[src/rtl/bus_timer.sv]
// bus_timer: memory-mapped countdown timer with a registered interrupt request.
// The register window is CTRL, PRESET and COUNT at BASE_ADDR, +4 and +8.
// Read data is combinational from addr. Writes take effect only on full-word stores.
// Optional feature: define BUS_TIMER_PRESCALER_EN to add a read/write PRESC field in CTRL[7:4].
// With PRESC set, COUNT steps once every 2^PRESC cycles.
module bus_timer #(
    parameter logic [31:0] BASE_ADDR = 32'h0000_7f00
) (
    input  logic        clk,
    input  logic        reset,
    input  logic [31:0] addr,
    input  logic [3:0]  byteen,
    input  logic [31:0] wdata,
    output logic [31:0] rdata,
    output logic        irq
);

    typedef enum logic [1:0] {
        S_IDLE = 2'd0,
        S_LOAD = 2'd1,
        S_CNT  = 2'd2,
        S_INT  = 2'd3
    } state_t;

    localparam logic [1:0] SEL_CTRL    = 2'b00;
    localparam logic [1:0] SEL_PRESET  = 2'b01;
    localparam logic [1:0] SEL_COUNT   = 2'b10;
    localparam logic [1:0] MODE_RELOAD = 2'b01;

    state_t      r_state;
    state_t      w_state_next;
    logic        r_en;
    logic [1:0]  r_mode;
    logic        r_im;
    logic        r_flag;
    logic        r_irq;
    logic [31:0] r_preset;
    logic [31:0] r_count;

    logic        w_hit;
    logic        w_wr;
    logic        w_wr_ctrl;
    logic        w_wr_preset;
    logic        w_tick;
    logic        w_load;
    logic        w_en_clear;
    logic        w_flag_next;
    logic        w_im_next;
    logic [31:0] w_count_next;
    logic [3:0]  w_presc_rd;
    logic [31:0] w_ctrl_rd;
    logic        w_unused_ok;

    // Address decode: the slot at offset 0xc inside the window is not a register.
    assign w_hit       = (addr[31:4] == BASE_ADDR[31:4]) && (addr[3:2] != 2'b11);
    assign w_wr        = w_hit && (byteen == 4'b1111);
    assign w_wr_ctrl   = w_wr && (addr[3:2] == SEL_CTRL);
    assign w_wr_preset = w_wr && (addr[3:2] == SEL_PRESET);
    assign w_im_next   = w_wr_ctrl ? wdata[3] : r_im;

`ifdef BUS_TIMER_PRESCALER_EN
    logic [3:0]  r_presc;
    logic [15:0] r_presc_cnt;
    logic [15:0] w_presc_mask;

    // A tick occurs when the low PRESC bits of the prescale counter are all ones.
    assign w_presc_mask = ~(16'hFFFF << r_presc);
    assign w_tick       = (r_presc_cnt & w_presc_mask) == w_presc_mask;
    assign w_presc_rd   = r_presc;
    assign w_unused_ok  = &{1'b0, addr[1:0], wdata[31:8]};

    // PRESC field of CTRL, software-written only
    always_ff @(posedge clk or posedge reset) begin
        if (reset) begin
            r_presc <= 4'd0;
        end else if (w_wr_ctrl) begin
            r_presc <= wdata[7:4];
        end
    end

    // Free-running prescale counter, restarted on every LOAD so each period starts aligned
    always_ff @(posedge clk or posedge reset) begin
        if (reset) begin
            r_presc_cnt <= 16'd0;
        end else if (w_load) begin
            r_presc_cnt <= 16'd0;
        end else begin
            r_presc_cnt <= r_presc_cnt + 16'd1;
        end
    end
`else
    assign w_tick      = 1'b1;
    assign w_presc_rd  = 4'd0;
    assign w_unused_ok = &{1'b0, addr[1:0], wdata[31:4]};
`endif

    assign w_ctrl_rd = {24'd0, w_presc_rd, r_im, r_mode, r_en};

    // Combinational read mux; misses and offset 0xc return zero
    always_comb begin
        rdata = 32'd0;
        if (w_hit) begin
            case (addr[3:2])
                SEL_CTRL:   rdata = w_ctrl_rd;
                SEL_PRESET: rdata = r_preset;
                SEL_COUNT:  rdata = r_count;
                default:    rdata = 32'd0;
            endcase
        end
    end

    // Next-state, next-count and flag logic of the countdown FSM
    always_comb begin
        // NOTE: every output of this block gets a default first, so no path can leave one unassigned and infer a latch.
        w_state_next = r_state;
        w_count_next = r_count;
        w_flag_next  = r_flag;
        w_en_clear   = 1'b0;
        w_load       = 1'b0;
        case (r_state)
            S_IDLE: begin
                if (r_en) begin
                    w_state_next = S_LOAD;
                end
            end
            S_LOAD: begin
                w_load       = 1'b1;
                w_count_next = r_preset;
                w_state_next = S_CNT;
            end
            S_CNT: begin
                if (!r_en) begin
                    w_state_next = S_IDLE;
                end else if (w_tick) begin
                    if (r_count > 32'd1) begin
                        w_count_next = r_count - 32'd1;
                    end else begin
                        w_count_next = 32'd0;
                        w_flag_next  = 1'b1;
                        w_state_next = S_INT;
                    end
                end
            end
            S_INT: begin
                w_state_next = S_IDLE;
                if (r_mode == MODE_RELOAD) begin
                    w_flag_next = 1'b0;
                end else begin
                    w_en_clear = 1'b1;
                end
            end
            default: w_state_next = S_IDLE;
        endcase
        // Software writing CTRL or PRESET acknowledges the interrupt.
        if (w_wr_ctrl || w_wr_preset) begin
            w_flag_next = 1'b0;
        end
    end

    // FSM state, COUNT, flag and the registered irq
    always_ff @(posedge clk or posedge reset) begin
        if (reset) begin
            r_state <= S_IDLE;
            r_count <= 32'd0;
            r_flag  <= 1'b0;
            r_irq   <= 1'b0;
        end else begin
            // NOTE: sequential state uses non-blocking assignments so every register samples pre-edge values.
            r_state <= w_state_next;
            r_count <= w_count_next;
            r_flag  <= w_flag_next;
            r_irq   <= w_flag_next & w_im_next;
        end
    end

    // CTRL EN/MODE/IM: a software write wins over the one-shot hardware EN clear
    always_ff @(posedge clk or posedge reset) begin
        if (reset) begin
            r_en   <= 1'b0;
            r_mode <= 2'b00;
            r_im   <= 1'b0;
        end else if (w_wr_ctrl) begin
            r_en   <= wdata[0];
            r_mode <= wdata[2:1];
            r_im   <= wdata[3];
        end else if (w_en_clear) begin
            r_en   <= 1'b0;
        end
    end

    // PRESET register; changes only take effect at the next LOAD
    always_ff @(posedge clk or posedge reset) begin
        if (reset) begin
            r_preset <= 32'd0;
        end else if (w_wr_preset) begin
            r_preset <= wdata;
        end
    end

    assign irq = r_irq;

endmodule

[config.mk]
export PLATFORM = sky130hd
export DESIGN_NAME = bus_timer
export DESIGN_NICKNAME = d
export VERILOG_FILES = /design/src/rtl/bus_timer.sv
export SDC_FILE = /design/constraint.sdc
export NUM_CORES = 1
export LEC_CHECK = 0
export BUFFER_PORTS_ARGS = -buffer_cell sky130_fd_sc_hd__buf_2
export CORE_AREA = 10 10 117 119
export DETAILED_ROUTE_END_ITERATION = 10
export DIE_AREA = 0 0 127 129
export HOLD_SLACK_MARGIN = 0.08
export MAX_ROUTING_LAYER = met4
export PLACE_DENSITY = 0.57
export RECOVER_POWER = 25
export REMOVE_ABC_BUFFERS = 1
export SLEW_MARGIN = 10
export SYNTH_ARGS = -nofsm -noshare
export SYNTH_HDL_FRONTEND = slang
export SYNTH_SLANG_ARGS = --single-unit
[constraint.sdc]
create_clock -name clk -period 6.45 [get_ports clk]
set_input_delay 0.3225 -clock clk [delete_from_list [all_inputs] [get_ports clk]]
set_output_delay 0.3225 -clock clk [all_outputs]
set_load 0.01 [all_outputs]
# Yosys cells after proc, flatten, opt, wreduce, memory -nomap -nowiden
# Cells that the tools add are included.
# word_totals
regBits	72
inputBits	70
out_inout_bits	33
elab_cells	53
# classes
add_sub_neg	1
magnitude_cmp	1
eq_ne	12
mux	19
bitwise_logic	1
n_reduce_logical	11
# ops
operator	n
$mux 32	3
$pmux 32 s3	1
$pmux 32 s2	1
$gt 32x1->1 const B	1
$sub 32x1->32 const B	1
$eq 28x11->1 const B	1
$mux 1	9
$pmux 2 s4	1
$eq 2x1->1 const B	3
$eq 2x2->1 const B	3
$mux 2	3
$ne 2x2->1 const B	3
$eq 4x4->1 const B	1
$logic_and 1x1->1	4
$logic_not 2->1	2
$reduce_and 2->1	2
$reduce_bool 2->1	2
$ne 3x3->1 const B	1
$pmux 1 s2	1
$and 1x1->1	1
$logic_or 1x1->1	1

# Depth between registers and ports, before layout
# Gate-level depths: netlist of run 1.
# logic_depth
word_depth	7
mapped_depth	8
mapped_depth_nobuf	7

# Worst setup path after synthesis of run 1
# Ideal clock, no wire load.
# synth_path
path_type	input to register
start	input addr[18]
end	register r_preset[0]
setup_ns	0.125
t_arrival_ns	2.095
t_required_ns	6.325
path_slack_ns	4.230
path_stages	7
path_buffers	2
path_cell_list	nor4_1 -> nand4_1 -> a2111o_1 -> buf_6 -> nor4_4 -> buf_6 -> mux2_4
# synth_via
elab_chain_len	4
# synth_lines
element	line_no	rtl
start: declaration	11	input logic [31:0] addr,
$eq 28x11->1	55	assign w_hit = (addr[31:4] == BASE_ADDR[31:4]) && (addr[3:2] != 2'b11);
$logic_and 1x1->1	55	
$logic_and 1x1->1	56	assign w_wr = w_hit && (byteen == 4'b1111);
$logic_and 1x1->1	58	assign w_wr_preset = w_wr && (addr[3:2] == SEL_PRESET);
end signal: assignment	196	r_preset <= wdata;
end: declaration	37	logic [31:0] r_preset;
# No other way between the ends.
# A chain may end at the register's enable or synchronous reset.

==> results.toml, run 1 <==
[timing]
hold_violations = 0
layout_min_cycle_time_ns = 3.83
tightest_slew_ns = 4.04
fin_ws_ns = 2.62
grt_setup_unrepaired = "no"
max_freq_mhz = 261
slew_headroom = -1.69
setup_tns_ns = 0
final_max_slew_viol_count = 73
finalSetupViolations = 0
fin_crit_sh = 0.593
fin_worst_skew_ns = 0.00979

[layout]
syn_to_final_growth_pct = 20.7
drive_above_1_share = 0.313
num_antenna_cells = 0
fin_area_um2 = 5380
nFillCells = 1131
fin_nets = 614

[pwr]
p_per_area_nw_per_um2 = 208
p_clk_frac = 0.559
switching_share = 0.200
p_switching_uw = 224
peakVddDrop_v = 0.000193
pwr-share-comb = 0.038
p_int_uw = 895
power.total_mw = 1.12
power_frac_seq = 0.404
power_leakage_nw = 2.47

[drt]
dr.first_iter.drc_count = 324
viasPerCell = 5.69
drc = 0
vias = 3926
wirelength_mm = 13.3
dr.pass1.iters = 6
antenna_left = 0
wl_per_cell_um = 19.3

[cts]
cts.sinks = 72
cts_tree = "done"
cts_root_buffer = "clkbuf_16"
clk_path_buf_depth = 2
cts_resized = 0
cts_setup_buffers = 0
clkTransAtPathRegs_ns = 0.06
clock_latency_ns = 0.35
h-tree-depth = 3
hold_buffers = 0
numCtsBuffers = 9

[critical_path]
worst_path_largest_cell_delay_ns = 2.81
path_buf_inv = 3
arrival_ns = 3.34
cp_max_fo = 72
end_kind = "async pin"
worstSetupPathType = "in -> async"
crit_chain = "buf_2 -> inv_1 -> clkbuf_1"
worst_path_max_delay_cell = "clkbuf_1"
cp-start-kind = "primary input"
cp_top_family = "buffers and inverters"
cp.required_ns = 5.96

[global_route]
grt_remaining_overflow = 0
antenna_found_initial = 0
grt_max_degree = 73
grtUsageTotal = 0.170
grt_pass1_vias = 4204
grt_pass1_wl_mm = 22.2

[place]
place.gp.congestion = 0.882
port_buffers = 100
post-place-ws_ns = 3.52
dpl.hpwl_mm = 9.34
placed_area_um2 = 5010

[logic_synthesis]
seq_area_frac_synth = 0.404
yosysTopAreaCell = "dfrtp_1"
syn_area_um2 = 4460
avgSynthCellArea_um2 = 9.66
ys_types = 60
ys_async_sr_fraction = 1.00
ys_top_cells_by_area = "dfrtp_1, mux2_4, a22oi_1"
ys_ff_latch = 72
synthTopCellsByCount = "dfrtp_1, nor2_1, a22oi_1, nand2_1, mux2_4"
synth-main-ff-cell = "dfrtp_1"
yosysMostFrequentCell = "dfrtp_1"
postSynthCellCount = 461
synth_edf_count = 0
ys_warn_count = 0
synth_top_area_frac = 0.404

[job]
cap_viol_max_count = 1

[die]
dieArea_um2 = 16400
design.core.area_um2 = 11300
placementRows = 39
initial_core_util = 0.394
pin_count = 103
die_w_um = 127
die_y_um = 129

[min_path]
hold_path_class = "in -> reg"

[status]
violations = "capacitance limit, slew limit"
status = "complete, but fails checks"
state kept, by name, indices dropped and copies added (netlist names):
signal and flops:
irq 1, r_count 32, r_en 1, r_flag 1, r_im 1, r_mode 2, r_preset 32, r_state 2
layout make-up:
class	instances	area, um2	area share
tap	143	179	0.0333
clock buffer	10	239	0.0444
sequential	72	1800	0.335
timing repair buffer	108	557	0.104
multi-input combinational	335	2410	0.448
clock inverter	6	130	0.0242
inverter	16	60.1	0.0112
final timing paths:
check / from / end / slack (ns) / depth (start not counted)
worst max-delay path: reset / r_preset[26] / 2.62 / 3
worst min-delay path: wdata[12] / r_preset[12] / 0.20 / 2
worst max register to register: r_count[11] / r_count[23] / 3.48 / 6
worst min register to register: r_flag / r_flag / 0.52 / 2
max in group clk: r_count[11] / r_count[23] / 3.48 / 6
min in group asynchronous: reset / r_count[18] / 1.55 / 3
power by group through the flow:
stage	Sequential [mW]	Combinational (mW)	Clock, mW
finish	0.452	0.0422	0.625
global route	0.452	0.0478	0.652
CTS	0.452	0.0437	0.638
detailed placement	0.460	0.0436	0
global placement	0.460	0.0427	0
floorplan	0.460	0.0136	0
worst register-to-register path, stage by stage, from the launching register on:
cell and delay (ns):
dfrtp_1 0.45, nor3_1 0.70, nand4_2 0.36, o31ai_2 0.68, buf_4 0.33, nor4_1 0.08
a221o_1 0.26
placed cells by master (no fill, tap or decap), types with 5 or more instances in the layout:
cell type	synthesis	final
clkbuf_16	0	9
mux2_4	30	30
nor3_1	9	9
nand3_1	16	16
nand2_1	33	33
o22ai_1	8	8
a32oi_1	6	6
mux2i_1	6	6
o311ai_0	5	5
o221ai_1	5	5
mux2_2	5	5
o21ai_0	11	11
nor2_1	49	48
inv_1	15	15
nor4_1	14	14
buf_4	1	7
buf_2	2	100
nand4_1	11	11
or3_1	5	5
a22oi_1	33	33
a21oi_1	17	17
a22o_1	5	5
o2bb2ai_1	5	5
o41ai_1	5	5
o211ai_1	6	6
dfrtp_1	72	72
through the flow:
step | util | hold slack (ns) | cells
2_1_floorplan | - | 0.453 | 423
3_3_place_gp | 0.443 | 0.509 | 674
3_5_place_dp | 0.443 | 0.516 | 674
4_1_cts | 0.475 | 0.194 | 690
5_1_grt | 0.475 | 0.197 | 690
6_report | 0.475 | 0.203 | 690
layer usage:
| metal | vias to the layer above | GRT usage | wire, um |
|---|---|---|---|
| met3 | 14 | 0.0349 | 599 |
| met2 | 113 | 0.263 | 6250 |
| met1 | 1879 | 0.216 | 6300 |
| met4 | 0 | 0.0603 | 204 |
| li1 | 1920 | - | - |
| met5 | - | - | 0 |
kinds of logic after synthesis:
kind of cell	share of synthesized area
flops	0.404
mux	0.127
fa+ha+maj	0.00562
buf+inv	0.0556
simple gates	0.197
compound gates	0.211
(Power assumes the default switching activity.)
==> run 2: changes to the inputs <==
- clock period: 6.45 -> 3.8 ns (I/O delays scaled with it)
==> results.toml, run 2 (synthesis results as in run 1) <==
[status]
status = "complete, but fails checks"
violations = "capacitance limit, slew limit"

[place]
port_buffers = 100
dpl.hpwl_mm = 9.68
place.gp.congestion = 0.882

[min_path]
worstHoldStart = "wdata[0]"
hold_path_class = "in -> reg"

[drt]
antenna_left = 0
dr.first_iter.drc_count = 299
vias = 4052
drc = 0
dr.pass1.iters = 5
viasPerCell = 5.70
wirelength_mm = 13.8
wl_per_cell_um = 19.3

[die]
placementRows = 39
design.core.area_um2 = 11300
die_y_um = 129
initial_core_util = 0.394
dieArea_um2 = 16400
die_w_um = 127
pin_count = 103

[layout]
fin_nets = 636
top_regs = "r_count: 32 flops, r_preset: 32 flops"
num_antenna_cells = 0
layout_common_cells = "buf_2, dfrtp_1, nor2_1"
syn_to_final_growth_pct = 23.6
nFillCells = 1126
drive_above_1_share = 0.306
final_common_cell = "buf_2"

[global_route]
grtUsageTotal = 0.176
grt_remaining_overflow = 0
antenna_found_initial = 0
grt_pass1_wl_mm = 23.0
grt_pass1_vias = 4290
grt_max_degree = 46

[cts]
cts_root_buffer = "clkbuf_16"
numCtsBuffers = 9
cts_resized = 0
h-tree-depth = 3
clk_path_buf_depth = 2
clkTransAtPathRegs_ns = 0.06
cts.sinks = 72
clock_latency_ns = 0.35
cts_tree = "done"

[timing]
finalSetupViolations = 0
slew_headroom = -0.197
tightest_slew_ns = 1.79
fin_crit_sh = 0.765
final_max_slew_viol_count = 46
hold_violations = 0
setup_tns_ns = 0
grt_setup_unrepaired = "no"
fin_worst_skew_ns = 0.00817
layout_min_cycle_time_ns = 2.91
whs_ns = 0.0854
max_freq_mhz = 344

[critical_path]
arrival_ns = 3.13
reg2reg_setup_slack_ns = 0.89
cp.required_ns = 4.02
end_kind = "flip-flop"
worstSetupPathType = "reg -> reg"
timing.rr.start = "r_count[11]"
crit_path_start = "r_count[11]"
cp-start-kind = "flip-flop"
cp_max_fo = 21

[pwr]
power_frac_seq = 0.464
pwr-share-comb = 0.053
power_leakage_nw = 2.52
peakVddDrop_v = 0.000176
p_int_mw = 1.28
switching_share = 0.227
p_switching_uw = 374
p_clk_frac = 0.483
p_per_area_nw_per_um2 = 300

[job]
cap_viol_max_count = 1
run 2: layout make-up:
cell class	count	area (um2)	share of cell area
multi-input cells	335	2420	0.439
flip-flops and latches	72	1800	0.327
repair buffers	130	773	0.140
clock buffers	11	253	0.0459
well taps	143	179	0.0325
inverters	16	60.1	0.0109
clock inverters	4	20.0	0.00364
run 2: metal layers:
layer | track usage | vias to the layer above | share of wire
met1 | 0.226 | 1979 | 0.48
met2 | 0.272 | 90 | 0.47
li1 | - | 1967 | -
met4 | 0.0784 | 0 | 0.018
met3 | 0.0209 | 16 | 0.034
met5 | - | - | 0
run 2: path summary, 6_finish.rpt:
kind	end	cells after the start
worst max-delay path	r_count[23]	5
worst min-delay path	r_en	3
worst max register to register	r_count[23]	5
worst min register to register	r_flag	2
max in group asynchronous	r_preset[2]	3
min in group asynchronous	r_preset[6]	2
run 2: power by group through the flow:
stage | Combinational, mW | Sequential [mW] | Clock [mW]
2_1_floorplan | 0.0230 | 0.781 | 0
3_3_place_gp | 0.0728 | 0.781 | 0
3_5_place_dp | 0.0753 | 0.781 | 0
4_1_cts | 0.0902 | 0.767 | 0.810
5_1_grt | 0.0989 | 0.767 | 0.835
6_report | 0.0883 | 0.767 | 0.798
run 2: worst max-delay path, stage by stage (launching register included):
cell and delay (ns):
dfrtp_1 0.45, nor3_1 0.67, nand4_2 0.37, o31a_1 0.73, a21o_1 0.29, a221o_1 0.28
run 2: what timing repair did:
action / in CTS / in global routing
setup buffers: 0 / 0
hold buffers: 19 / 0
hold endpoints to repair: 19 / 0
run 2: per-stage QoR:
step	setup WS [ns]	utilization	instance area, um2	power [mW]	std cells
CTS	0.900	0.486	5510	1.67	711
finish	0.895	0.486	5510	1.65	711
global placement	0.940	0.446	5040	0.853	677
detailed placement	0.931	0.446	5040	0.856	677
floorplan	0.171	-	4270	0.804	423
global route	0.627	0.486	5510	1.70	711
==> run 3: changes to the inputs <==
- PLACE_DENSITY: 0.57 -> 0.6
- clock period: 3.8 -> 2.35 ns (I/O delays scaled with it)
==> results.toml, run 3 (synthesis results as in run 1) <==
[cts]
cts.sinks = 72
clock_latency_ns = 0.35
cts_root_buffer = "clkbuf_16"
cts_tree = "done"
clk_path_buf_depth = 2
h-tree-depth = 3
clkTransAtPathRegs_ns = 0.05
numCtsBuffers = 9

[timing]
tightest_slew_ns = 1.04
hold_violations = 0
slew_headroom = 0.303
whs_ns = 0.240
layout_min_cycle_time_ns = 2.20
finalSetupViolations = 0
fin_worst_skew_ns = 0.00554
fin_crit_sh = 0.936
grt_setup_unrepaired = "yes"
fin_ws_ns = 0.152
max_freq_mhz = 455
final_max_slew_viol_count = 0

[critical_path]
arrival_ns = 2.46
end_kind = "flip-flop"
worst_path_largest_cell_delay_ns = 0.68
timing.rr.start = "r_count[16]"
worstSetupPathType = "reg -> reg"
endpoint = "r_count[26]"
reg2reg_setup_slack_ns = 0.15
r2r-end = "r_count[26]"
cp.required_ns = 2.61
crit_chain = "buf_4 -> or4_1 -> or3_1 -> o31a_1 -> o22ai_1"
cp.depth = 5
path_buf_inv = 1
crit_path_start = "r_count[16]"
worst_path_max_delay_cell = "or4_1"
cp-start-kind = "flip-flop"
cp_max_fo = 8
reg2reg_depth = 5
cp_top_family = "simple AND/OR/NAND/NOR gates"

[die]
die_w_um = 127
die_y_um = 129
dieArea_um2 = 16400
design.core.area_um2 = 11300
placementRows = 39
pin_count = 103
initial_core_util = 0.394

[drt]
dr.first_iter.drc_count = 279
wirelength_mm = 14.0
drc = 0
wl_per_cell_um = 18.4
vias = 4235
antenna_left = 0
dr.pass1.iters = 5
viasPerCell = 5.56

[global_route]
grt_pass1_wl_mm = 23.2
antenna_found_initial = 0
grt_remaining_overflow = 0
grt_pass1_vias = 4422
grtUsageTotal = 0.178
grt_max_degree = 41

[place]
place.gp.congestion = 0.917
placed_area_um2 = 5330
port_buffers = 100
dpl.hpwl_mm = 10.3
post-place-ws_ns = 0.0838

[pwr]
p_per_area_nw_per_um2 = 455
peakVddDrop_v = 0.000423
power_leakage_nw = 2.77
power.total_mw = 2.70

[layout]
final_common_cell = "buf_2"
syn_to_final_growth_pct = 33.4
post-route-util = 0.525
fin_area_um2 = 5940
num_antenna_cells = 0
fin_nets = 688
top_regs = "r_count: 32 flops, r_preset: 32 flops"
nFillCells = 1075
drive_above_1_share = 0.342
layout_common_cells = "buf_2, dfrtp_1, nor2_1, buf_4"

[status]
status = "finished clean"

[min_path]
hold_path_class = "in -> reg"

[job]
cap_viol_max_count = 0
## run 3: final cells by class
class / count / area (um2) / share of cell area
Inverter: 16 / 60.1 / 0.0101
Sequential cell: 72 / 1800 / 0.303
Timing Repair Buffer: 182 / 1200 / 0.201
Multi-Input combinational cell: 335 / 2430 / 0.409
Tap cell: 143 / 179 / 0.0301
Clock buffer: 14 / 274 / 0.0461
## run 3: timing repair
| action | in CTS | in global routing |
|---|---|---|
| hold buffers | 33 | 0 |
| buffers inserted | 0 | 0 |
| gates resized for setup | 0 | 4 |
| setup endpoints to repair | 0 | 7 |
| endpoints found under the hold margin | 108 | 0 |
## run 3: metal layers
metal	share of wire	global-route usage	routed length, um
met2	0.46	0.276	6470
met1	0.47	0.230	6540
met4	0.0088	0.0409	123
met5	0	-	0
met3	0.061	0.0419	846
## run 3: worst min-delay path by stage
stage / from / to / slack (ns) / depth (start not counted)
final: addr[2] / r_en / 0.24 / 3
after global routing: addr[2] / r_en / 0.27 / 3
after CTS: reset / r_preset[21] / 0.22 / 3
after detailed placement: reset / r_preset[21] / 0.04 / 2
after global placement: reset / r_preset[21] / 0.03 / 2
after floorplan: wdata[0] / r_en / 0.25 / 2
## run 3: per-stage QoR
stage	cells	TNS (ns)
after floorplan	423	-37.69
after global placement	715	0
after detailed placement	715	0
after CTS	762	0
after global routing	762	-0.00602
final	762	0
## run 3: power breakdown
group | leakage, nW | internal, mW | switching (mW)
registers | 1.00 | 1.24 | 0.0000000539
logic | 1.63 | 0.0854 | 0.0763
clock network | 0.135 | 0.790 | 0.511
## run 3: tightest hold or removal path, stage by stage
cell     delay, ns
buf_2         0.20
nor4_4        0.10
mux2i_1       0.12
